### config.mk
export PLATFORM = sky130hd
export DESIGN_NAME = seg7_scan
export DESIGN_NICKNAME = d
export VERILOG_FILES = /design/src/rtl/seg7_pkg.sv /design/src/rtl/bcd7seg.sv /design/src/rtl/seg7_scan.sv
export SDC_FILE = /design/constraint.sdc
export NUM_CORES = 1
export LEC_CHECK = 0
export BUFFER_PORTS_ARGS = -buffer_cell sky130_fd_sc_hd__buf_2
export CORE_MARGIN = 4
export CORE_UTILIZATION = 31
export DETAILED_ROUTE_END_ITERATION = 10
export GPL_ROUTABILITY_DRIVEN = 0
export HOLD_SLACK_MARGIN = 0.06
export SLEW_MARGIN = 30
export SYNTH_ARGS = -nofsm -noshare
export SYNTH_HDL_FRONTEND = slang
export SYNTH_SLANG_ARGS = --single-unit
### constraint.sdc
create_clock -name clk -period 4.3 [get_ports clk]
set_input_delay 0.86 -clock clk [delete_from_list [all_inputs] [get_ports clk]]
set_output_delay 0.86 -clock clk [all_outputs]
set_load 0.01 [all_outputs]
### src/rtl/seg7_pkg.sv
// seg7_pkg: shared types and segment encodings for the multiplexed seven-segment driver
//   bcd_t    : one BCD nibble
//   seg_t    : active-high segment pattern, bit A (0) .. bit G (6)
//   SEG_0..9 : digit encodings; SEG_DASH for non-BCD nibbles; SEG_OFF for blanked digits
package seg7_pkg;
    typedef logic [3:0] bcd_t;
    typedef logic [6:0] seg_t;
    localparam int A = 0;
    localparam int B = 1;
    localparam int C = 2;
    localparam int D = 3;
    localparam int E = 4;
    localparam int F = 5;
    localparam int G = 6;
    localparam seg_t SEG_0    = 7'h3F;
    localparam seg_t SEG_1    = 7'h06;
    localparam seg_t SEG_2    = 7'h5B;
    localparam seg_t SEG_3    = 7'h4F;
    localparam seg_t SEG_4    = 7'h66;
    localparam seg_t SEG_5    = 7'h6D;
    localparam seg_t SEG_6    = 7'h7D;
    localparam seg_t SEG_7    = 7'h07;
    localparam seg_t SEG_8    = 7'h7F;
    localparam seg_t SEG_9    = 7'h6F;
    localparam seg_t SEG_DASH = 7'h40;
    localparam seg_t SEG_OFF  = 7'h00;
endpackage

### src/rtl/bcd7seg.sv
// bcd7seg: combinational BCD nibble to active-high seven-segment pattern
//   d   in  4  BCD nibble
//   seg out 7  segment pattern (a = bit 0); nibbles above 9 show a dash
module bcd7seg
    import seg7_pkg::*;
(
    input  logic [3:0] d,
    output logic [6:0] seg
);
    always_comb begin
        case (d)
            4'd0:    seg = SEG_0;
            4'd1:    seg = SEG_1;
            4'd2:    seg = SEG_2;
            4'd3:    seg = SEG_3;
            4'd4:    seg = SEG_4;
            4'd5:    seg = SEG_5;
            4'd6:    seg = SEG_6;
            4'd7:    seg = SEG_7;
            4'd8:    seg = SEG_8;
            4'd9:    seg = SEG_9;
            default: seg = SEG_DASH;
        endcase
    end
endmodule

### src/rtl/seg7_scan.sv
// seg7_scan: snapshot a BCD digit bus and time-multiplex it onto one seven-segment display
//   clk      in  1       system clock
//   rst      in  1       asynchronous active-low reset
//   bcd      in  4*NDIG  packed digits, digit 0 in bcd[3:0]
//   load     in  1       samples bcd into the shadow register
//   blank_lz in  1       enables leading-zero blanking
//   seg      out 7       registered segment drive (a = bit 0)
//   an       out NDIG    registered one-hot digit enable
//   frame    out 1       one-cycle pulse after each scan wrap
//   err      out 1       snapshot holds a non-BCD nibble
module seg7_scan
    import seg7_pkg::*;
#(
    parameter int SCAN_DIV       = 1000,
    parameter int NDIG           = 4,
    parameter bit SEG_ACTIVE_LOW = 1'b1
) (
    input  logic              clk,
    input  logic              rst,
    input  logic [4*NDIG-1:0] bcd,
    input  logic              load,
    input  logic              blank_lz,
    output logic [6:0]        seg,
    output logic [NDIG-1:0]   an,
    output logic              frame,
    output logic              err
);
    localparam int CW = $clog2(SCAN_DIV);
    localparam int IW = NDIG > 1 ? $clog2(NDIG) : 1;

    logic [CW-1:0]     cnt;
    logic [IW-1:0]     idx;
    logic [4*NDIG-1:0] snap;
    logic [NDIG-1:0]   lz;
    logic              tick, last, bad, run;
    bcd_t              nib;
    seg_t              pat;

    assign tick = cnt == CW'(SCAN_DIV - 1);
    assign last = idx == IW'(NDIG - 1);
    assign nib  = snap[{idx, 2'b00} +: 4];

    // Walk from the top digit down: run stays high while every digit so far is zero,
    // so lz marks the leading zeros; digit 0 is never marked.
    always_comb begin
        bad = 1'b0;
        run = 1'b1;
        lz  = '0;
        for (int i = NDIG - 1; i >= 0; i--) begin
            bad   = bad | (bcd[4*i +: 4] > 4'd9);
            run   = run && snap[4*i +: 4] == 4'd0;
            lz[i] = run && i != 0;
        end
    end

    bcd7seg u_dec (.d(nib), .seg(pat));

    always_ff @(posedge clk or negedge rst) begin
        if (!rst) begin
            cnt   <= '0;
            idx   <= '0;
            snap  <= '0;
            frame <= 1'b0;
            err   <= 1'b0;
            seg   <= {7{SEG_ACTIVE_LOW}};
            an    <= {NDIG{SEG_ACTIVE_LOW}};
        end else begin
            cnt   <= tick ? '0 : cnt + 1'b1;
            idx   <= tick ? (last ? '0 : idx + 1'b1) : idx;
            frame <= tick && last;
            if (load) begin
                snap <= bcd;
                err  <= bad;
            end
            seg <= ((blank_lz && lz[idx]) ? SEG_OFF : pat) ^ {7{SEG_ACTIVE_LOW}};
            an  <= (NDIG'(1) << idx) ^ {NDIG{SEG_ACTIVE_LOW}};
        end
    end
endmodule
==> flow_metrics.py, run 1 <==
metrics = {
    "clocking": {
        "cts_buffer_depth": 2,
        "cts.clk_slew.worst_paths_ps": 80,
        "postCtsSetupBuffers": 0,
        "post_cts_resize_count": 0,
        "clock-root-buffer": "clkbuf_8",
        "clock-sinks": 41,
        "cts_tree": "built",
        "cts_hold_buf": 0,
        "cts_inserted_buffers": 5,
        "clk-insertion-delay-late_ps": 290,
        "h-tree-depth": 2,
    },
    "setup_path": {
        "worstSetupPathType": "flip-flop to flip-flop",
        "rr_worst_depth": 6,
        "worst-endpoint-arrival_ps": 2190,
        "crit_path_max_fanout": 11,
        "cp.required_ps": 4520,
        "worstSetupEndpointType": "flip-flop",
        "start_kind": "flip-flop",
    },
    "timing": {
        "setup_tns_ps": 0,
        "period_share": 0.459,
        "final_hold_viol_count": 0,
        "tightest_slew_ps": 537,
        "fin_ws_ps": 2330,
        "setup_viol": 0,
        "slew_headroom": 0.639,
        "max_freq_ghz": 0.507,
        "skew_ps": 9.55,
        "rsz0062_at_grt": "no",
        "slew_violations": 0,
        "min_period_ps": 1970,
        "hold_ws_ps": 459,
    },
    "floorplan": {
        "rows": 28,
        "initial_core_util": 0.328,
        "dieWidth_um": 88.0,
        "die_y_um": 88.0,
        "dieArea_um2": 7750,
        "core_um2": 6060,
        "pin_count": 33,
    },
    "synth": {
        "synth_area_leader_cell": "dfrtp_1",
        "yosys.area_share.simple": 0.103,
        "yosys.area.top_type_share": 0.378,
        "synth_mux_area_frac": 0.157,
        "synth_top_family_by_area": "multiplexers",
        "synth_edf_count": 0,
        "yosys-top-cells-area": "dfrtp_1 38%, dfstp_2 15%, mux2_2 9.6%, ha_1 6.3%, mux4_2 4.5%",
        "synth_area_um2": 1990,
        "synthCells": 158,
        "ys_warn_count": 0,
        "syn_nets": 188,
        "synthAdderAreaFrac": 0.0630,
        "yosys_register_bits": 41,
        "synthDistinctLibCells": 38,
        "synth-xor-area-share": 0.0132,
        "synth_compound_area_frac": 0.0920,
        "synth.most_common_cell": "dfrtp_1",
        "synth_common_cells": "30 x dfrtp_1, 17 x mux2_2, 14 x inv_1",
        "ys_async_sr_fraction": 1.00,
        "synth.yosys.seq_area_share": 0.524,
        "ys_dominant_reg_cell": "dfrtp_1",
        "postSynthAreaPerCell_um2": 12.6,
    },
    "grt": {
        "grt_max_degree": 42,
        "grt_overflow": 0,
        "antenna_found_initial": 0,
        "grt_usage": 0.108,
        "grt_first_pass_wirelength_um": 6420,
        "grt_pass1_vias": 1321,
    },
    "finish": {
        "final_util": 0.378,
        "drive_above_1_share": 0.389,
        "layout.nets": 222,
        "final_cells": 268,
        "finalInstanceArea_um2": 2290,
        "num_antenna_cells": 0,
        "n_fill_cell": 617,
        "syn2layout_area_growth_pct": 15.3,
    },
    "power": {
        "power.density_nw_per_um2": 343,
        "power.total_uw": 786,
        "irDropWorstVdd_uv": 130,
        "cellLeakagePower_nw": 1.00,
    },
    "routing": {
        "drc_errors": 0,
        "vias": 1328,
        "wl_um": 3780,
        "viasPerCell": 4.96,
        "firstDrtPassIters": 6,
        "wl_per_cell_um": 14.1,
        "postRouteAntennaNets": 0,
        "drt_iter0_markers": 81,
    },
    "placed_design": {
        "portBuffers": 32,
        "pre_cts_slack_ps": 2330,
        "placed_cells": 260,
        "hpwl_um": 2740,
        "place_area_um2": 2200,
    },
    "min_path": {
        "worstHoldPathType": "flip-flop to flip-flop",
        "min_path_cells": 1,
    },
    "flow_run": {
        "drv_cap": 0,
    },
    "run_status": {
        "outcome": "finished, final reports clean",
    },
}
## final cells by class
cell class | count | area, µm² | area share
repair buffers | 32 | 163 | 0.0710
well taps | 75 | 93.8 | 0.0410
multi-input cells | 98 | 851 | 0.372
inverters | 14 | 52.6 | 0.0230
flip-flops and latches | 41 | 1040 | 0.454
clock buffers | 8 | 90.1 | 0.0393
## cell families (layout without fill, tap and decap cells)
kind of cell	after synthesis	in the layout
adder cells (fa/ha/maj)	10	10
flip-flops	41	41
AND/OR/NAND/NOR	33	33
AO/OA/AOI/OAI	28	28
buffers and inverters	19	54
multiplexers	24	24
XOR/XNOR	3	3
## cells in the final DEF, fill, tap and decap left out, types with 4 or more instances in the layout
| cell | instances |
|---|---|
| a21oi_1 | 6 |
| buf_2 | 31 |
| clkbuf_8 | 6 |
| dfrtp_1 | 30 |
| dfstp_2 | 11 |
| ha_1 | 10 |
| inv_1 | 14 |
| mux2_2 | 17 |
| mux4_2 | 4 |
| nand2_1 | 6 |
| nand3_1 | 4 |
| nor2_1 | 4 |
| o21ai_0 | 8 |
| o221ai_1 | 4 |
## where the power goes
part           switching, mW  internal [mW]
clock                  0.127          0.131
combinational         0.0506         0.0460
sequential            0.0134          0.419
## worst max-delay path, cell delays in order, from the launching register on
cell and delay (ps):
dfrtp_1 600, mux4_2 630, inv_1 130, ha_1 250
inv_1 60, mux2i_1 60, o221ai_1 160
## routing by layer
metal / share of wire / vias to the layer above / track usage / wire (µm)
met4: 0.0087 / 0 / 0.0453 / 33
met5: 0 / - / 0 / 0
li1: - / 642 / - / -
met2: 0.46 / 37 / 0.159 / 1730
met3: 0.056 / 3 / 0.0310 / 213
met1: 0.48 / 646 / 0.151 / 1800
## path summary, 6_finish.rpt
path	startpoint	endpoint	slack, ps
max in group asynchronous	rst	an[3]	3380
max	idx[0]	seg[3]	2330
min reg2reg	cnt[0]	cnt[0]	460
max reg2reg	idx[0]	seg[3]	2330
min	cnt[0]	cnt[0]	460
min in group asynchronous	rst	cnt[9]	530
## registers in the layout, indices dropped and copies added, names as in the netlist
name / cells
an: 4
cnt: 10
err: 1
frame: 1
idx: 2
seg: 7
snap: 16
No activity file was read; power rests on OpenSTA's default activity.
==> inputs of run 2 (changes only) <==
==> constraint.sdc (replaced) <==
create_clock -name clk -period 1.85 [get_ports clk]
set_input_delay 0.37 -clock clk [delete_from_list [all_inputs] [get_ports clk]]
set_output_delay 0.37 -clock clk [all_outputs]
set_load 0.01 [all_outputs]
==> run 2 against run 1 <==
Clock skew fell by 4.1 ps. Via count rose by 2.0%. Utilization rose by 1.0 points. Largest cell class unchanged. Cell count rose by 2.6%.
==> flow_metrics.py, run 2 (synthesis gave the netlist of run 1 again) <==
metrics = {
    "run_status": {
        "outcome": "finished, final reports clean",
    },
    "clocking": {
        "clock-sinks": 41,
        "cts_inserted_buffers": 5,
        "cts.clk_slew.worst_paths_ps": 80,
        "clock-root-buffer": "clkbuf_8",
        "cts_buffer_depth": 2,
        "h-tree-depth": 2,
        "clk-insertion-delay-late_ps": 290,
        "cts_tree": "built",
    },
    "finish": {
        "largest_register_ffs": 16,
        "final_cell_mix": "32 x buf_2, 29 x dfrtp_1, 17 x mux2_2",
        "num_antenna_cells": 0,
        "syn2layout_area_growth_pct": 18.5,
        "layout_commonest_cell": "buf_2",
        "reg_top3": "snap: 16 flops, cnt: 10 flops, seg: 7 flops",
        "layout.nets": 230,
        "regMostFlops": "snap",
        "drive_above_1_share": 0.420,
        "final_cells": 275,
    },
    "floorplan": {
        "pin_count": 33,
        "dieArea_um2": 7750,
        "die_y_um": 88.0,
        "core_um2": 6060,
        "dieWidth_um": 88.0,
        "rows": 28,
        "initial_core_util": 0.328,
    },
    "routing": {
        "drt_iter0_markers": 73,
        "postRouteAntennaNets": 0,
        "viasPerCell": 4.92,
        "wl_per_cell_um": 14.0,
        "vias": 1354,
        "firstDrtPassIters": 4,
        "wl_um": 3850,
        "drc_errors": 0,
    },
    "timing": {
        "final_hold_viol_count": 0,
        "slew_violations": 0,
        "fin_ws_ps": 96.5,
        "hold_ws_ps": 128,
        "setup_tns_ps": 0,
        "skew_ps": 5.43,
        "min_period_ps": 1750,
        "slew_headroom": 0.646,
        "rsz0062_at_grt": "no",
        "max_freq_ghz": 0.570,
        "tightest_slew_ps": 529,
        "setup_viol": 0,
        "period_share": 0.948,
    },
    "placed_design": {
        "pre_cts_slack_ps": 68.6,
        "hpwl_um": 2820,
        "placed_cells": 266,
        "portBuffers": 32,
    },
    "setup_path": {
        "start_kind": "flip-flop",
        "cp_top_family": "multiplexers",
        "worst-endpoint-arrival_ps": 1950,
        "rrSetupSlack_ps": 100,
        "rr_startpoint": "idx[0]",
        "crit_buf_inv": 2,
        "crit_slowest_cell": "mux4_2",
        "path_cells": "buf_4 -> mux4_2 -> buf_4 -> mux2i_1 -> o221ai_1",
        "worstSetupEndpointType": "flip-flop",
        "cpMostUsedCell": "buf_4",
        "crit_path_max_incr_delay_ps": 620,
        "crit_path_max_fanout": 7,
        "cp.required_ps": 2050,
        "r2r-end": "seg[3]",
        "worstSetupPathType": "flip-flop to flip-flop",
        "rr_worst_depth": 5,
    },
    "power": {
        "power.density_nw_per_um2": 777,
        "irDropWorstVdd_uv": 434,
        "cellLeakagePower_nw": 1.04,
    },
    "grt": {
        "antenna_found_initial": 0,
        "grt_pass1_vias": 1428,
        "grt_usage": 0.110,
        "grt_overflow": 0,
        "grt_first_pass_wirelength_um": 6610,
        "grt_max_degree": 42,
    },
    "min_path": {
        "worstHoldPathType": "input pin to async pin",
    },
    "flow_run": {
        "drv_cap": 0,
    },
}
run 2: how the worst max path moves through the flow:
| stage | start | endpoint | slack (ps) | depth (start not counted) |
|---|---|---|---|---|
| 2_1_floorplan | idx[0] | seg[3] | 120 | 7 |
| 6_report | idx[0] | seg[3] | 100 | 5 |
| 5_1_grt | idx[0] | seg[5] | 20 | 6 |
| 3_5_place_dp | idx[0] | seg[5] | 70 | 4 |
| 4_1_cts | idx[0] | seg[5] | 70 | 4 |
| 3_3_place_gp | idx[0] | seg[2] | 120 | 4 |
run 2: per-stage QoR:
stage | area, µm² | power (mW) | util
floorplan | 1990 | 1.16 | -
global placement | 2240 | 1.25 | 0.370
detailed placement | 2240 | 1.25 | 0.370
CTS | 2330 | 1.84 | 0.384
global route | 2350 | 1.92 | 0.388
finish | 2350 | 1.83 | 0.388
run 2: final cells by class:
type / instances / area (µm²)
Timing Repair Buffer: 40 / 220
Multi-Input combinational cell: 98 / 858
Clock buffer: 7 / 86.3
Sequential cell: 41 / 1040
Inverter: 14 / 52.6
Tap cell: 75 / 93.8
Fill cell: 588 / 3710
run 2: power breakdown:
group	internal (mW)	switching, mW
Combinational	0.114	0.118
Sequential	0.974	0.0327
Clock	0.296	0.292
run 2: routing by layer:
layer | track usage | part of all wire
met1 | 0.144 | 0.47
met2 | 0.174 | 0.46
met3 | 0.0292 | 0.045
met4 | 0.0412 | 0.018
met5 | 0 | 0
run 2: repair_timing:
item,in CTS,in global routing
setup buffers,0,2
resized for setup,0,2
endpoints found under the setup margin,0,5
hold buffers,0,0
==> inputs of run 3 (changes only) <==
--- a/config.mk
+++ b/config.mk
@@ -5,12 +5,13 @@
 export SDC_FILE = /design/constraint.sdc
 export NUM_CORES = 1
 export LEC_CHECK = 0
-export BUFFER_PORTS_ARGS = -buffer_cell sky130_fd_sc_hd__buf_2
+export BUFFER_PORTS_ARGS = -buffer_cell sky130_fd_sc_hd__buf_4
 export CORE_MARGIN = 4
 export CORE_UTILIZATION = 31
 export DETAILED_ROUTE_END_ITERATION = 10
 export GPL_ROUTABILITY_DRIVEN = 0
 export HOLD_SLACK_MARGIN = 0.06
+export RECOVER_POWER = 25
 export SLEW_MARGIN = 30
 export SYNTH_ARGS = -nofsm -noshare
 export SYNTH_HDL_FRONTEND = slang
==> run 3 against run 2 <==
Total power up 4.4%. First-iteration DRC count down 22%. Clock-buffer cell count unchanged. Global-route usage down 0.26 points. Sequential power about the same. Clock power up 8.0%. Setup slack better by 11 ps. Via count up 2.0%. Cell area up 4.7%. Largest cell class unchanged. Highest routed layer unchanged.
==> flow_metrics.py, run 3 (synthesis gave the netlist of run 1 again) <==
metrics = {
    "clocking": {
        "clock-sinks": 41,
        "clk-insertion-delay-late_ps": 290,
        "cts_hold_buf": 0,
        "cts_inserted_buffers": 5,
        "cts.clk_slew.worst_paths_ps": 80,
        "clock-root-buffer": "clkbuf_8",
        "h-tree-depth": 2,
        "cts_buffer_depth": 2,
        "cts_tree": "built",
    },
    "timing": {
        "min_period_ps": 1740,
        "slew_violations": 0,
        "slew_headroom": 0.337,
        "period_share": 0.942,
        "rsz0062_at_grt": "no",
        "setup_tns_ps": 0,
        "skew_ps": 5.42,
        "max_freq_ghz": 0.574,
        "hold_ws_ps": 238,
        "setup_viol": 0,
        "final_hold_viol_count": 0,
        "tightest_slew_ps": 994,
        "fin_ws_ps": 107,
    },
    "finish": {
        "syn2layout_area_growth_pct": 24.0,
        "layout_commonest_cell": "buf_4",
        "num_antenna_cells": 0,
        "final_cell_mix": "38 x buf_4, 30 x dfrtp_1, 17 x mux2_2",
        "regMostFlops": "snap",
        "drive_above_1_share": 0.418,
        "layout.nets": 230,
        "largest_register_ffs": 16,
        "reg_top3": "snap: 16 flops, cnt: 10 flops, seg: 7 flops",
    },
    "setup_path": {
        "worstSetupPathType": "flip-flop to flip-flop",
        "cp.required_ps": 2060,
        "worstSetupEndpointType": "flip-flop",
        "r2r-end": "seg[3]",
        "worst-endpoint-arrival_ps": 1950,
        "rr_worst_depth": 6,
        "crit_path_max_fanout": 5,
        "rrSetupSlack_ps": 110,
        "rr_startpoint": "idx[0]",
        "start_kind": "flip-flop",
    },
    "floorplan": {
        "dieWidth_um": 88.0,
        "dieArea_um2": 7750,
        "initial_core_util": 0.328,
        "rows": 28,
        "core_um2": 6060,
        "pin_count": 33,
        "die_y_um": 88.0,
    },
    "grt": {
        "grt_usage": 0.107,
        "grt_max_degree": 42,
        "antenna_found_initial": 0,
        "grt_most_used_layer": "met2",
        "grt_first_pass_wirelength_um": 6420,
        "grt_util_met2": 0.160,
        "grt_use_met1": 0.145,
        "grt_overflow": 0,
        "grt_pass1_vias": 1322,
        "grt_util_met3": 0.0405,
    },
    "routing": {
        "drt_iter0_markers": 57,
        "postRouteAntennaNets": 0,
        "vias": 1381,
        "viasPerCell": 5.00,
        "drc_errors": 0,
        "wl_um": 3920,
        "wl_per_cell_um": 14.2,
        "firstDrtPassIters": 4,
    },
    "power": {
        "power.total_mw": 1.91,
        "irDropWorstVdd_uv": 295,
        "power.density_nw_per_um2": 775,
        "cellLeakagePower_nw": 1.09,
    },
    "min_path": {
        "worstHoldPathType": "input pin to async pin",
    },
    "flow_run": {
        "drv_cap": 0,
    },
    "placed_design": {
        "hpwl_um": 2830,
        "pre_cts_slack_ps": 87.0,
        "portBuffers": 32,
    },
    "run_status": {
        "outcome": "finished, final reports clean",
    },
}
-- run 3: changes by cell type in the layout (fill, tap and decap cells not counted) --
cell	before	now
dfrtp_2	1	0
dfrtp_1	29	30
mux4_1	0	1
clkbuf_1	1	0
clkbuf_8	6	7
buf_4	8	38
clkinv_2	0	1
clkbuf_2	0	1
buf_2	32	0
-- run 3: through the flow --
stage / utilization / cell area (µm²) / cells
2_1_floorplan: - / 1990 / 158
3_3_place_gp: 0.382 / 2310 / 265
3_5_place_dp: 0.382 / 2310 / 265
4_1_cts: 0.399 / 2420 / 273
5_1_grt: 0.406 / 2460 / 276
6_report: 0.406 / 2460 / 276
-- run 3: power by group --
group | switching [mW] | internal [mW] | leakage, nW
sequential | 0.0371 | 0.974 | 0.480
combinational | 0.120 | 0.140 | 0.552
clock | 0.298 | 0.337 | 0.0542
-- run 3: worst max path at each step --
| stage | start | to | slack [ps] | cells after the start |
|---|---|---|---|---|
| floorplan | idx[0] | seg[3] | 120 | 7 |
| global placement | idx[0] | seg[2] | 120 | 4 |
| detailed placement | idx[0] | seg[2] | 90 | 4 |
| CTS | idx[0] | seg[3] | 70 | 6 |
| global route | idx[0] | seg[5] | 40 | 4 |
| finish | idx[0] | seg[3] | 110 | 6 |
-- run 3: timing repair --
item / in CTS / in global routing
hold endpoints to repair: 0 / 0
endpoints found under the setup margin: 0 / 4
resized for setup: 0 / 1
buffers inserted: 0 / 2
-- run 3: area by class of cell --
class	instances	area, µm²
repair buffers	39	290
fillers	597	3600
inverters	14	52.6
clock buffers	7	96.3
clock inverters	1	5.00
well taps	75	93.8
multi-input cells	99	885
flip-flops and latches	41	1040
-- run 3: critical path, stage by stage (launching register included) --
cell and delay, ps:
dfrtp_1 440, mux4_2 580, inv_1 120, ha_1 250
inv_1 60, mux2i_1 60, o221ai_1 150
-- run 3: layer usage --
layer,share of wire,vias to the layer above
li1,-,659
met1,0.47,687
met2,0.45,31
met3,0.067,4
met4,0.014,0
met5,0,-
